<file path="config.mk">
export PLATFORM = sky130hd
export DESIGN_NAME = rt_ibex_window_ctrl_flat
export DESIGN_NICKNAME = d
export VERILOG_FILES = /design/src/rtl/rt_ibex_window_ctrl_if.sv /design/src/rtl/rt_ibex_window_ctrl.sv /design/src/flat_wrapper.sv
export SDC_FILE = /design/constraint.sdc
export NUM_CORES = 1
export LEC_CHECK = 0
export CAP_MARGIN = 25
export CORE_MARGIN = 2
export CORE_UTILIZATION = 40
export DETAILED_ROUTE_END_ITERATION = 12
export HOLD_SLACK_MARGIN = 0.1
export MAX_ROUTING_LAYER = met4
export PLACE_DENSITY = 0.73
export RECOVER_POWER = 50
export SETUP_SLACK_MARGIN = 0.3
export SYNTH_ARGS = -nofsm -noshare
export SYNTH_HDL_FRONTEND = slang
export SYNTH_SLANG_ARGS = --single-unit
export TNS_END_PERCENT = 30
</file>
<file path="constraint.sdc">
create_clock -name clk_i -period 3.8 [get_ports clk_i]
set_input_delay 0.76 -clock clk_i [delete_from_list [all_inputs] [get_ports clk_i]]
set_output_delay 0.76 -clock clk_i [all_outputs]
set_load 0.01 [all_outputs]
</file>
<file path="src/rtl/rt_ibex_window_ctrl_if.sv">
// Handshake bundle between the core trap logic, the window controller and the window file.
// Latency: none, wires only.
// Backpressure: level requests held until the one-cycle ack; no other flow control.
//
// Ports (controller side = slave modport):
//   entry_req_i / exit_req_i    : trap-entry and mret requests from the core (level)
//   window_full_i               : last hardware window in use, from the window file
//   entry_ack_o / exit_ack_o    : one-cycle acknowledges
//   hw_window_o                 : ack qualifier, 1 = hardware window switched
//   err_o                       : protocol-error pulse, coincident with its ack
//   increment_ptr_o / decrement_ptr_o / save_csr_o : window-file strobes
//   restore_csr_o               : CSR file loads mcause/mepc from the window file
//   busy_o, depth_o, stat_overflow_o : status
interface rt_ibex_window_ctrl_if #(
    parameter int NumRegisterWindows = 4,
    parameter int SwDepthWidth       = 4
);
    localparam int DepthW = $clog2(NumRegisterWindows) + SwDepthWidth;

    logic              entry_req_i;
    logic              exit_req_i;
    logic              window_full_i;
    logic              entry_ack_o;
    logic              exit_ack_o;
    logic              hw_window_o;
    logic              err_o;
    logic              increment_ptr_o;
    logic              decrement_ptr_o;
    logic              save_csr_o;
    logic              restore_csr_o;
    logic              busy_o;
    logic [DepthW-1:0] depth_o;
    logic [15:0]       stat_overflow_o;

    // Controller side
    modport slave (
        input  entry_req_i,
        input  exit_req_i,
        input  window_full_i,
        output entry_ack_o,
        output exit_ack_o,
        output hw_window_o,
        output err_o,
        output increment_ptr_o,
        output decrement_ptr_o,
        output save_csr_o,
        output restore_csr_o,
        output busy_o,
        output depth_o,
        output stat_overflow_o
    );

    // Core / window-file side
    modport master (
        output entry_req_i,
        output exit_req_i,
        output window_full_i,
        input  entry_ack_o,
        input  exit_ack_o,
        input  hw_window_o,
        input  err_o,
        input  increment_ptr_o,
        input  decrement_ptr_o,
        input  save_csr_o,
        input  restore_csr_o,
        input  busy_o,
        input  depth_o,
        input  stat_overflow_o
    );
endinterface

</file>
<file path="src/rtl/rt_ibex_window_ctrl.sv">
// Interrupt-nesting controller: maps trap entry / mret onto register-window strobes, spills to SW when full.
// Latency: HW entry/exit ack in N+2 (strobe in N+1); software-path and error ack in N+1.
// Backpressure: requests are level signals held until ack; sampled only in IDLE, entry wins over exit.
//
// Ports: clk_i (core clock), rst_i (synchronous, active-high), win (rt_ibex_window_ctrl_if.slave,
// see the interface file for the per-signal summary).
// Optional feature: define RT_IBEX_WINDOW_STATS_EN to build the 16-bit saturating overflow-entry
// counter on stat_overflow_o; without it the output is tied to zero.
// NumRegisterWindows must be >= 2 and equal to the window file's setting.
module rt_ibex_window_ctrl #(
    parameter int NumRegisterWindows = 4,
    parameter int SwDepthWidth       = 4
) (
    input  logic                  clk_i,
    input  logic                  rst_i,
    rt_ibex_window_ctrl_if.slave  win
);

    localparam int HwW    = $clog2(NumRegisterWindows);
    localparam int DepthW = HwW + SwDepthWidth;

    localparam logic [HwW-1:0]          HwMax  = HwW'(NumRegisterWindows - 1);
    localparam logic [SwDepthWidth-1:0] SwFull = '1;

    typedef enum logic [2:0] {
        IDLE     = 3'd0,
        ENT_SAVE = 3'd1,
        ENT_INC  = 3'd2,
        EXT_DEC  = 3'd3,
        EXT_RST  = 3'd4,
        SW_ACK   = 3'd5,
        ERR_ACK  = 3'd6
    } state_e;

    state_e                  state_q;
    state_e                  state_d;
    // Remembers whether the transaction in flight is an entry; SW_ACK and
    // ERR_ACK are shared between entry and exit and need it to pick the ack.
    logic                    op_entry_q;
    logic                    op_entry_d;
    logic [HwW-1:0]          hw_depth_q;
    logic [SwDepthWidth-1:0] sw_depth_q;

    logic hw_full;
    logic sw_active;

    // window_full_i is authoritative, but the local count also blocks a
    // hardware entry that would step past the last window.
    assign hw_full   = win.window_full_i || (hw_depth_q == HwMax);
    assign sw_active = (sw_depth_q != '0);

    // ------------------------------------------------------------------
    // State register and nesting counters
    // ------------------------------------------------------------------
    // Depth counters move on the edge that ends the ack cycle so depth_o
    // shows the new value in the first cycle after the ack.
    always_ff @(posedge clk_i) begin
        if (rst_i) begin
            state_q    <= IDLE;
            op_entry_q <= 1'b0;
            hw_depth_q <= '0;
            sw_depth_q <= '0;
        end else begin
            state_q    <= state_d;
            op_entry_q <= op_entry_d;
            case (state_q)
                ENT_INC: hw_depth_q <= hw_depth_q + 1'b1;
                EXT_RST: hw_depth_q <= hw_depth_q - 1'b1;
                SW_ACK: begin
                    if (op_entry_q) begin
                        sw_depth_q <= sw_depth_q + 1'b1;
                    end else begin
                        sw_depth_q <= sw_depth_q - 1'b1;
                    end
                end
                default: ;
            endcase
        end
    end

    // ------------------------------------------------------------------
    // Next-state logic
    // ------------------------------------------------------------------
    always_comb begin
        state_d    = state_q;
        op_entry_d = op_entry_q;
        case (state_q)
            IDLE: begin
                if (win.entry_req_i) begin
                    op_entry_d = 1'b1;
                    if (sw_depth_q == SwFull) begin
                        state_d = ERR_ACK;
                    end else if (hw_full || sw_active) begin
                        // Once spilling has started every deeper level stays
                        // in software so unwinding remains strictly LIFO.
                        state_d = SW_ACK;
                    end else begin
                        state_d = ENT_SAVE;
                    end
                end else if (win.exit_req_i) begin
                    op_entry_d = 1'b0;
                    if (sw_active) begin
                        state_d = SW_ACK;
                    end else if (hw_depth_q != '0) begin
                        state_d = EXT_DEC;
                    end else begin
                        state_d = ERR_ACK;
                    end
                end
            end
            ENT_SAVE: state_d = ENT_INC;
            ENT_INC:  state_d = IDLE;
            // Pointer moves first so the aux read in EXT_RST already shows
            // the enclosing level's stacked mcause/mepc.
            EXT_DEC:  state_d = EXT_RST;
            EXT_RST:  state_d = IDLE;
            SW_ACK:   state_d = IDLE;
            ERR_ACK:  state_d = IDLE;
            default:  state_d = IDLE;
        endcase
    end

    // ------------------------------------------------------------------
    // Moore output decode; one state per strobe keeps them exclusive
    // ------------------------------------------------------------------
    logic shared_ack;

    assign shared_ack = (state_q == SW_ACK) || (state_q == ERR_ACK);

    assign win.save_csr_o      = (state_q == ENT_SAVE);
    assign win.increment_ptr_o = (state_q == ENT_INC);
    assign win.decrement_ptr_o = (state_q == EXT_DEC);
    assign win.restore_csr_o   = (state_q == EXT_RST);

    assign win.entry_ack_o = (state_q == ENT_INC) || (shared_ack && op_entry_q);
    assign win.exit_ack_o  = (state_q == EXT_RST) || (shared_ack && !op_entry_q);
    assign win.hw_window_o = (state_q == ENT_INC) || (state_q == EXT_RST);
    assign win.err_o       = (state_q == ERR_ACK);
    assign win.busy_o      = (state_q != IDLE);

    assign win.depth_o = DepthW'(hw_depth_q) + DepthW'(sw_depth_q);

    // ------------------------------------------------------------------
    // Overflow statistics
    // ------------------------------------------------------------------
`ifdef RT_IBEX_WINDOW_STATS_EN
    logic [15:0] stat_q;

    // Counts overflow-path entry acks only; error acks are not overflows.
    always_ff @(posedge clk_i) begin
        if (rst_i) begin
            stat_q <= '0;
        end else if ((state_q == SW_ACK) && op_entry_q && (stat_q != 16'hFFFF)) begin
            stat_q <= stat_q + 16'd1;
        end
    end

    assign win.stat_overflow_o = stat_q;
`else
    assign win.stat_overflow_o = '0;
`endif

endmodule

</file>
<file path="src/flat_wrapper.sv">
// flat-port wrapper written by rule: the top's interface ports become plain ports
module rt_ibex_window_ctrl_flat 
#(
    parameter int NumRegisterWindows = 4,
    parameter int SwDepthWidth       = 4
)
  (clk_i, rst_i, win_entry_req_i, win_exit_req_i, win_window_full_i, win_entry_ack_o, win_exit_ack_o, win_hw_window_o, win_err_o, win_increment_ptr_o, win_decrement_ptr_o, win_save_csr_o, win_restore_csr_o, win_busy_o, win_depth_o, win_stat_overflow_o);
  rt_ibex_window_ctrl_if #(.NumRegisterWindows(NumRegisterWindows), .SwDepthWidth(SwDepthWidth)) win_i ();
  input  logic clk_i;
  input  logic rst_i;
  input wire logic [$bits(win_i.entry_req_i)-1:0] win_entry_req_i;
  input wire logic [$bits(win_i.exit_req_i)-1:0] win_exit_req_i;
  input wire logic [$bits(win_i.window_full_i)-1:0] win_window_full_i;
  output wire logic [$bits(win_i.entry_ack_o)-1:0] win_entry_ack_o;
  output wire logic [$bits(win_i.exit_ack_o)-1:0] win_exit_ack_o;
  output wire logic [$bits(win_i.hw_window_o)-1:0] win_hw_window_o;
  output wire logic [$bits(win_i.err_o)-1:0] win_err_o;
  output wire logic [$bits(win_i.increment_ptr_o)-1:0] win_increment_ptr_o;
  output wire logic [$bits(win_i.decrement_ptr_o)-1:0] win_decrement_ptr_o;
  output wire logic [$bits(win_i.save_csr_o)-1:0] win_save_csr_o;
  output wire logic [$bits(win_i.restore_csr_o)-1:0] win_restore_csr_o;
  output wire logic [$bits(win_i.busy_o)-1:0] win_busy_o;
  output wire logic [$bits(win_i.depth_o)-1:0] win_depth_o;
  output wire logic [$bits(win_i.stat_overflow_o)-1:0] win_stat_overflow_o;
  assign win_i.entry_req_i = win_entry_req_i;
  assign win_i.exit_req_i = win_exit_req_i;
  assign win_i.window_full_i = win_window_full_i;
  assign win_entry_ack_o = win_i.entry_ack_o;
  assign win_exit_ack_o = win_i.exit_ack_o;
  assign win_hw_window_o = win_i.hw_window_o;
  assign win_err_o = win_i.err_o;
  assign win_increment_ptr_o = win_i.increment_ptr_o;
  assign win_decrement_ptr_o = win_i.decrement_ptr_o;
  assign win_save_csr_o = win_i.save_csr_o;
  assign win_restore_csr_o = win_i.restore_csr_o;
  assign win_busy_o = win_i.busy_o;
  assign win_depth_o = win_i.depth_o;
  assign win_stat_overflow_o = win_i.stat_overflow_o;
  rt_ibex_window_ctrl #(.NumRegisterWindows(NumRegisterWindows), .SwDepthWidth(SwDepthWidth)) u_core (.clk_i(clk_i), .rst_i(rst_i), .win(win_i));
endmodule
</file>
==> run_results.csv <==
group,metric,value,unit
setup_path,critPathLaunch,"u_core.state_q[0]",
setup_path,arrival,2380,ps
synth,synth_cell_types,36,
layout,seq_area,200,um^2
setup_path,required,3040,ps
grt,grt_max_degree,12,
floorplanning,die-area,2510,um^2
routing,wl_per_cell,10.5,um
synth,yosys.area_share.xor_xnor,5.15,%
pwr,leakagePower,0.000440,uW
pwr,power.switching,234,uW
routing,drt_iter0_markers,0,
timing,setup_viol,0,
pwr,switching_share,40.0,%
synth,synth_cells,103,
synth,ys_seq_elements,10,
pwr,pwr-share-comb,51.0,%
synth,ys_warn_count,0,
setup_path,start_kind,"flip-flop",
placement,place.gp.congestion,0.787,
setup_path,crit_type,"reg2out",
synth,yosys.area.top_type,"dfxtp_1",
timing,drv_slew,0,
grt,grt_pass1_wl,2.84,mm
synth,synth_flop_cell,"dfxtp_1",
synth,yosys.cell_count.top_type,"buf_4",
timing,relSlewSlack,46.6,%
grt,grt_usage,14.9,%
timing,grt_setup_unrepaired,"no",
flow_run,max_cap_violations,0,
clocking,clk_latency,260,ps
clocking,tritoncts,"yes",
synth,synth.area.mux_share,3.68,%
clocking,cts-htree-levels,1,
placement,numPortBuffers,18,
hold_path,hp-start,"u_core.op_entry_q",
timing,final-hold-violation-count,0,
layout,diodes,0,
pwr,power.density,576,nW/um^2
synth,synth_edf_count,0,
setup_path,r2r_start,"u_core.state_q[0]",
synth,avgSynthCellArea,8.25,um^2
clocking,hold_buffers,0,
setup_path,path_max_fanout,8,
synth,yosys.area_share.adder,10.6,%
layout,drive_gt1_share,8.26,%
floorplanning,ioPinCount,36,
synth,netlist_area,850,um^2
synth,synth_compound_area_share,11.3,%
synth,synth_top_family_by_area,"simple AND/OR/NAND/NOR gates",
routing,via_count,693,
layout,fillers,190,
clocking,clockBufferDepth,2,
routing,first_pass_iters,1,
grt,overflow,0,
synth,synth_top_area_share,23.6,%
timing,whs,577,ps
pwr,vdd.ir_drop.worst,0.233,mV
clocking,clkTransAtPathRegs,70,ps
floorplanning,rows,16,
synth,synthArstFlopShare,0,%
status,status,"completed",
routing,drt-total-wl,1.55,mm
synth,yosysSeqAreaShare,23.6,%
layout,multi_input_area,548,um^2
timing,post-route-period-util,82.7,%
synth,synth_common_cells,"17 x buf_4, 16 x nor2_1, 10 x dfxtp_1, 5 x a21oi_1",
timing,setup-tns-final,0,ps
clocking,cts-root-buf,"clkbuf_4",
timing,tightest_slew,799,ps
timing,fin_skew,3.21,ps
pwr,seqPwrFrac,32.2,%
grt,antenna_found_initial,0,
floorplanning,fp.dieW,50.1,um
floorplanning,core_area,1980,um^2
pwr,internal-power,350,uW
routing,ant_nets,0,
placement,post-dp-hpwl,1.24,mm
synth,synthSimpleGateAreaFrac,26.8,%
routing,via_per_inst,4.68,
layout,area_delta_synth_final,19.3,%
synth,synth.area.top_cells,"dfxtp_1 24%, buf_4 15%, nor2_1 7.1%",
clocking,numCtsBuffers,3,
setup_path,endpoint_kind,"output pin",
layout,layout.nets,133,
clocking,cts.repair.resized,0,
clocking,post-cts-setup-buffers,0,
timing,max_freq,318,MHz
clocking,clkSinkCount,10,
floorplanning,initial_utilization,42.9,%
hold_path,hp-class,"reg2reg",
timing,fin_crit,3140,ps
floorplanning,die_h,50.1,um
routing,drc,0,
grt,grt_pass1_vias,658,
pwr,power_frac_clock,16.8,%
==> state kept, by name, indices dropped and copies added (netlist names) <==
name,flops
u_core.state_q,3
u_core.hw_depth_q,2
u_core.sw_depth_q,4
u_core.op_entry_q,1
==> cells in the final DEF (no fill, tap or decap), drive strengths merged, types with 2 or more instances in the layout <==
cell	Yosys	routed
a2111oi	2	2
a21oi	5	5
and3	2	2
clkbuf	1	4
clkdlybuf4s50	0	15
conb	1	17
dfxtp	10	10
dlygate4sd3	0	3
fa	2	2
ha	4	4
inv	4	4
mux2i	2	2
nand2	4	4
nand3	2	2
nor2	17	17
nor2b	2	2
nor3	3	3
nor3b	5	5
o21a	2	2
o21ai	2	2
or4	2	2
xnor2	3	3
xor2	2	2
==> power groups by stage <==
stage / registers (uW) / clock network (uW) / logic [uW]
finish: 188 / 98.2 / 298
global route: 197 / 107 / 332
CTS: 189 / 101 / 310
detailed placement: 191 / 0 / 309
global placement: 188 / 0 / 302
floorplan: 162 / 0 / 229
==> area by class of cell <==
| type | count | area share (%) |
|---|---|---|
| inverters | 4 | 1.48 |
| multi-input cells | 85 | 54.1 |
| repair buffers | 18 | 17.8 |
| clock buffers | 4 | 3.58 |
| well taps | 27 | 3.33 |
| flip-flops and latches | 10 | 19.8 |
==> critical path, stage by stage, from the launching register on <==
cell             delay, ps
dfxtp_1                480
inv_1                  150
nor3b_1                690
o21ai_0                170
nand2b_1               100
clkdlybuf4s50_1        530
==> worst paths after layout <==
path | end | cells past startpoint | slack (ps)
max | win_entry_ack_o | 5 | 660
min | u_core.op_entry_q | 2 | 580
max reg2reg | u_core.sw_depth_q[3] | 4 | 1820
min reg2reg | u_core.op_entry_q | 2 | 580
==> kinds of logic after synthesis <==
| family | after synthesis |
|---|---|
| simple gates | 40 |
| buf+inv | 24 |
| compound gates | 14 |
| flops | 10 |
| fa+ha+maj | 6 |
| xor+xnor | 5 |
| mux | 3 |
| other cells | 1 |
==> stage by stage <==
| stage | instance area [um^2] | utilization [%] | power (uW) | worst slack [ps] | instances |
|---|---|---|---|---|---|
| finish | 1010 | 51.1 | 584 | 659 | 148 |
| global route | 1010 | 51.1 | 636 | 441 | 148 |
| CTS | 1020 | 51.4 | 599 | 949 | 148 |
| detailed placement | 982 | 49.6 | 500 | 1250 | 144 |
| global placement | 982 | 49.6 | 490 | 1280 | 144 |
| floorplan | 910 | - | 391 | 1770 | 119 |
==> per-layer routing <==
metal | global-route usage [%] | vias to the layer above | wire length, um
met3 | 3.03 | 2 | 81
met5 | - | - | 0
met2 | 26.3 | 18 | 818
met4 | 5.56 | 0 | 6
li1 | - | 354 | -
met1 | 16.4 | 319 | 647
(Power assumes the default switching activity.)
